--- config.mk ---
export PLATFORM = sky130hd
export DESIGN_NAME = piece_bag
export DESIGN_NICKNAME = d
export VERILOG_FILES = /design/src/rtl/piece_bag.sv
export SDC_FILE = /design/constraint.sdc
export NUM_CORES = 1
export LEC_CHECK = 0
export ABC_AREA = 1
export CAP_MARGIN = 20
export CORE_ASPECT_RATIO = 1.5
export CORE_MARGIN = 4
export CORE_UTILIZATION = 47
export DETAILED_ROUTE_END_ITERATION = 6
export DONT_BUFFER_PORTS = 1
export GPL_TIMING_DRIVEN = 0
export PLACE_DENSITY = 0.61
export SLEW_MARGIN = 20
export SYNTH_ARGS = -nofsm -noshare
export SYNTH_HDL_FRONTEND = slang
export SYNTH_SLANG_ARGS = --single-unit
--- constraint.sdc ---
create_clock -name clk -period 2.1 [get_ports clk]
set_clock_uncertainty 0.1 [all_clocks]
set_input_delay 0.315 -clock clk [delete_from_list [all_inputs] [get_ports clk]]
set_output_delay 0.315 -clock clk [all_outputs]
set_load 0.1 [all_outputs]
--- src/rtl/piece_bag.sv ---
// piece_bag: LFSR-shuffled bag of NUM_TYPES piece IDs,
// filled by rejection sampling and dealt over valid/ready.
module piece_bag #(
  parameter int          NUM_TYPES   = 7,
  parameter int          PIECE_W     = 3,
  parameter logic [15:0] SEED        = 16'hACE1,
  parameter bit          AUTO_REFILL = 1'b1
) (
  input  logic                         clk,
  input  logic                         reset,
  input  logic                         newbag,
  input  logic                         seed_load,
  input  logic [15:0]                  seed,
  input  logic                         piece_ready,
  output logic                         piece_valid,
  output logic [PIECE_W-1:0]           piece,
  output logic [$clog2(NUM_TYPES+1)-1:0] remaining,
  output logic [NUM_TYPES*PIECE_W-1:0] bag,
  output logic [NUM_TYPES-1:0]         bagflags,
  output logic                         filling,
  output logic [7:0]                   bag_count
);

  localparam int CW = $clog2(NUM_TYPES+1);

  typedef enum logic [1:0] {FILL, DEAL, EMPTY} state_t;

  state_t               state;
  logic [15:0]          lfsr;
  logic [15:0]          lfsr_nxt;
  logic [CW-1:0]        fill_idx;
  logic [CW-1:0]        rd_idx;
  logic [PIECE_W-1:0]   slot [NUM_TYPES];
  logic [PIECE_W-1:0]   cand;
  logic [PIECE_W-1:0]   last_t;
  logic [PIECE_W-1:0]   next_piece;
  logic [NUM_TYPES-1:0] cand_mask;
  logic [NUM_TYPES-1:0] last_mask;
  logic                 in_range;
  logic                 accept;
  logic                 last_slot;
  logic                 hs;
  logic                 last_hs;

  assign cand      = lfsr[PIECE_W-1:0];
  assign in_range  = {1'b0, cand} < (PIECE_W+1)'(NUM_TYPES);
  assign cand_mask = NUM_TYPES'(1) << cand;
  assign accept    = in_range && ((bagflags & cand_mask) == '0);
  assign last_mask = NUM_TYPES'(1) << last_t;
  assign last_slot = fill_idx == CW'(NUM_TYPES-1);
  assign hs        = piece_valid & piece_ready;
  assign last_hs   = hs && (rd_idx == CW'(NUM_TYPES-1));

  // Fibonacci taps 16,14,13,11; a zero seed falls back to SEED
  assign lfsr_nxt = seed_load ? ((seed != 16'd0) ? seed : SEED)
                  : {lfsr[14:0],
                     lfsr[15] ^ lfsr[13] ^ lfsr[12] ^ lfsr[10]};

  always_comb begin
    last_t = '0;
    for (int t = NUM_TYPES-1; t >= 0; t--)
      if (!bagflags[t]) last_t = PIECE_W'(t);
  end

  always_comb begin
    next_piece = '0;
    for (int i = 0; i < NUM_TYPES; i++)
      if (rd_idx + CW'(1) == CW'(i)) next_piece = slot[i];
  end

  always_comb begin
    bag = '0;
    for (int i = 0; i < NUM_TYPES; i++)
      bag[i*PIECE_W +: PIECE_W] = slot[i];
  end

  always_ff @(posedge clk) begin
    if (reset) begin
      state       <= FILL;
      lfsr        <= SEED;
      fill_idx    <= '0;
      rd_idx      <= '0;
      bagflags    <= '0;
      for (int i = 0; i < NUM_TYPES; i++) slot[i] <= '0;
      piece_valid <= 1'b0;
      piece       <= '0;
      remaining   <= '0;
      filling     <= 1'b1;
      bag_count   <= '0;
    end else begin
      lfsr <= lfsr_nxt;
      if (last_hs && !newbag) bag_count <= bag_count + 8'd1;
      if (newbag || (last_hs && AUTO_REFILL)) begin
        state       <= FILL;
        fill_idx    <= '0;
        rd_idx      <= '0;
        bagflags    <= '0;
        for (int i = 0; i < NUM_TYPES; i++) slot[i] <= '0;
        piece_valid <= 1'b0;
        piece       <= '0;
        remaining   <= '0;
        filling     <= 1'b1;
      end else begin
        case (state)
          FILL: begin
            if (last_slot) begin
              slot[NUM_TYPES-1] <= last_t;
              bagflags    <= bagflags | last_mask;
              state       <= DEAL;
              rd_idx      <= '0;
              piece_valid <= 1'b1;
              piece       <= slot[0];
              remaining   <= CW'(NUM_TYPES);
              filling     <= 1'b0;
            end else if (!seed_load && accept) begin
              for (int i = 0; i < NUM_TYPES; i++)
                if (fill_idx == CW'(i)) slot[i] <= cand;
              bagflags <= bagflags | cand_mask;
              fill_idx <= fill_idx + CW'(1);
            end
          end
          DEAL: begin
            if (last_hs) begin
              state       <= EMPTY;
              piece_valid <= 1'b0;
              piece       <= '0;
              remaining   <= '0;
            end else if (hs) begin
              rd_idx    <= rd_idx + CW'(1);
              piece     <= next_piece;
              remaining <= remaining - CW'(1);
            end
          end
          EMPTY: ;
          default: state <= FILL;
        endcase
      end
    end
  end

endmodule

==> metrics <==
status complete, no violations; nature of the critical path startpoint flop; FF+latch count, synth 68; Yosys warning count 0; CTS tree yes; pre-CTS setup slack -0.467 ns; CP Capture Type flop; R2R Path End slot[1][2]; syn avg cell area 7.57 sq um; Yosys cell types 39; Pins Over Slew Limit 0; layout cells sized above 1 16.4%; maxcap violations 0; synthesized area 3480 sq um; Boundary Pins 65; antenna violations before repair 0; worst slew pin tran 1.06 ns; Multi-input gate area 1680 sq um; H-tree lvl count 3; Leakage 1.77 nW; vias in the first global route 3,053; total track usage roughly a fifth; initial DRC count 216; Worst Path Arrival 1.98 ns; port bufs 0; CP startpoint rd_idx[0]; clock-pin slew on the worst setup and hold paths 0.07 ns; Fmax achieved 0.497 GHz; vias post-DR 3,071; Req. time, crit path 2.07 ns; Core Area about 7200 sq um; minimum clock period 2.01 ns; DRC Markers 0; clk sinks slightly below 70; Tcrit/Tclk final 95.8%; Initial Utilization 48.1%; Non-Filler Instances 594; Critical Path End slot[1][2]; sequential share of the synthesized area 45.2%; largest net degree at the start of global routing 12; CTS max path bufs 2; Worst Path Max Fanout 8; DR WL/cell 14.8 um; total wire length 8.80 mm; VDD IR-drop max between 0.4 and 0.5 mV; vias per cell 5.17; Pwr Total approximately 2.8 mW; cells on worst reg2reg path 11; post-synthesis cell count 459; global-route wire length before repair 14.3 mm; setup slack, reg-to-reg slightly below 0.09 ns; Hold WC Path Type in -> reg; dpl hpwl 6.63 mm; Fin. Hold Viols 0; post-route setup slack roughly 0.089 ns; Setup Viol. Count Final 0; Clk Tree Root Cell clkbuf_8; DR pass1 iterations 4; row cnt 38; Area Growth Syn to Fin 17.4%; Num CTS Buffers 9; die height 113 um; syn_nets 492; Die W 78.2 um; n_diodes 0; GRT overflow 0; Filler cells between 700 and 800; Rel. slew slack 29.5%; Worst Setup Path Type reg -> reg; worst r2r src rd_idx[0]; clk_lat worst skew 0.35 ns; routability cong. 0.866; Detail Route Antenna Nets 0; PD cells 691 nW/um^2; area of the die ~8900 sq um; cell count after placement roughly 560; FF+latch area 1610 sq um; fin nets 522
[cells by family after synthesis]
family | count (synthesis) | share of synthesized area (%)
XOR/XNOR | 4 | 1.01
adder cells (fa/ha/maj) | 12 | 4.32
buffers and inverters | 79 | 8.89
flip-flops | 68 | 45.2
AND/OR/NAND/NOR | 208 | 27.1
AO/OA/AOI/OAI | 88 | 13.5
[cell usage after synthesis (all sizes together)]
cell,number,area share [%]
a211oi,2,0.43
a21oi,34,4.9
a31oi,1,0.18
and3,1,0.18
buf,4,0.58
clkbuf,3,0.32
clkinv,2,0.36
dfxtp,47,27
edfxtp,21,18
ha,12,4.3
inv,70,7.6
nand2,106,12
nand3,30,5.1
nand3b,3,1.4
nand4,2,0.36
nor2,55,6.2
nor3,6,1.3
nor3b,1,0.22
nor4,2,0.36
o211ai,4,0.86
o21a,1,0.22
o21ai,39,5.6
o22ai,7,1.3
or2,2,0.36
xnor2,1,0.25
xor2,3,0.76
[stage by stage]
stage | setup TNS, ns | hold WS (ns) | area [sq um] | utilization (%)
after detailed placement | -10.68 | 0.296 | 3610 | 49.9
after global routing | -0.00404 | 0.0132 | 4080 | 56.5
after global placement | -9.94 | 0.293 | 3610 | 49.9
after CTS | 0 | 0.000109 | 3980 | 55.1
final | 0 | 0.0137 | 4080 | 56.5
after floorplan | 0 | 0.291 | 3480 | -
[cells in the final DEF (no fill, tap or decap), drive strengths merged]
cell type and n:
o21ai 39, nor4 2, inv 70, or2 2, clkbuf 15, nand3b 3
o22ai 7, nand3 30, buf 11, o21a 1, clkinv 6, nor3 6
o211ai 4, edfxtp 21, xnor2 1, xor2 3, nand4 2, a211oi 2
a21oi 34, dlygate4sd3 12, dfxtp 47, nor2 55, ha 12, nand2 106
nor3b 1, and3 1, a31oi 1
[critical path, stage by stage, from the launching register on]
cell and delay (ns):
dfxtp_2 0.37, inv_2 0.07, ha_2 0.21, nand2_4 0.11, nor2_4 0.05, nor2_4 0.14
nand2_4 0.11, inv_6 0.11, nand3_1 0.09, nor2_2 0.21, inv_2 0.08, nand2_2 0.09
[state kept, by name (all words and copies together), names as in the netlist]
signal / flops
piece: 3
lfsr: 16
rd_idx: 3
filling: 1
piece_valid: 1
bagflags: 7
slot: 21
state: 2
bag_count: 8
fill_idx: 3
remaining: 3
[cell type report]
class	count	share of cell area, %
well taps	100	3.07
clock buffers	12	3.80
multi-input cells	312	41.1
repair buffers	19	4.23
plain buffers	7	0.766
flip-flops and latches	68	39.5
clock inverters	4	0.582
inverters	72	6.96
[per-layer routing]
metal / global-route usage (%) / up-vias / share of wire (%) / routed length (um)
li1: - / 1554 / - / -
met1: 20.7 / 1422 / 36 / 3130
met2: 39.7 / 82 / 56 / 4950
met3: 6.21 / 13 / 5.9 / 520
met4: 8.28 / 0 / 2.3 / 198
met5: 0 / - / 0 / 0
[worst min path at each step]
stage | startpoint | end | depth (start not counted)
6_report | seed[14] | lfsr[14] | 2
3_5_place_dp | reset | bag_count[2] | 1
5_1_grt | seed[14] | lfsr[14] | 2
2_1_floorplan | reset | bag_count[2] | 1
4_1_cts | seed[14] | lfsr[14] | 2
3_3_place_gp | reset | bag_count[2] | 1
[power breakdown]
| part | internal, mW | switching [mW] | total (mW) |
|---|---|---|---|
| clock | 0.489 | 0.480 | 0.968 |
| combinational | 0.0865 | 0.149 | 0.235 |
| sequential | 1.40 | 0.219 | 1.62 |
[timing repair]
item	4_1_cts	5_1_grt
endpoints found under the hold margin	15	0
pin swaps	3	4
hold buffers	12	0
setup buffers	3	4
setup endpoints to repair	56	36
gates resized for setup	19	26
No activity file was read; power rests on OpenSTA's default activity.
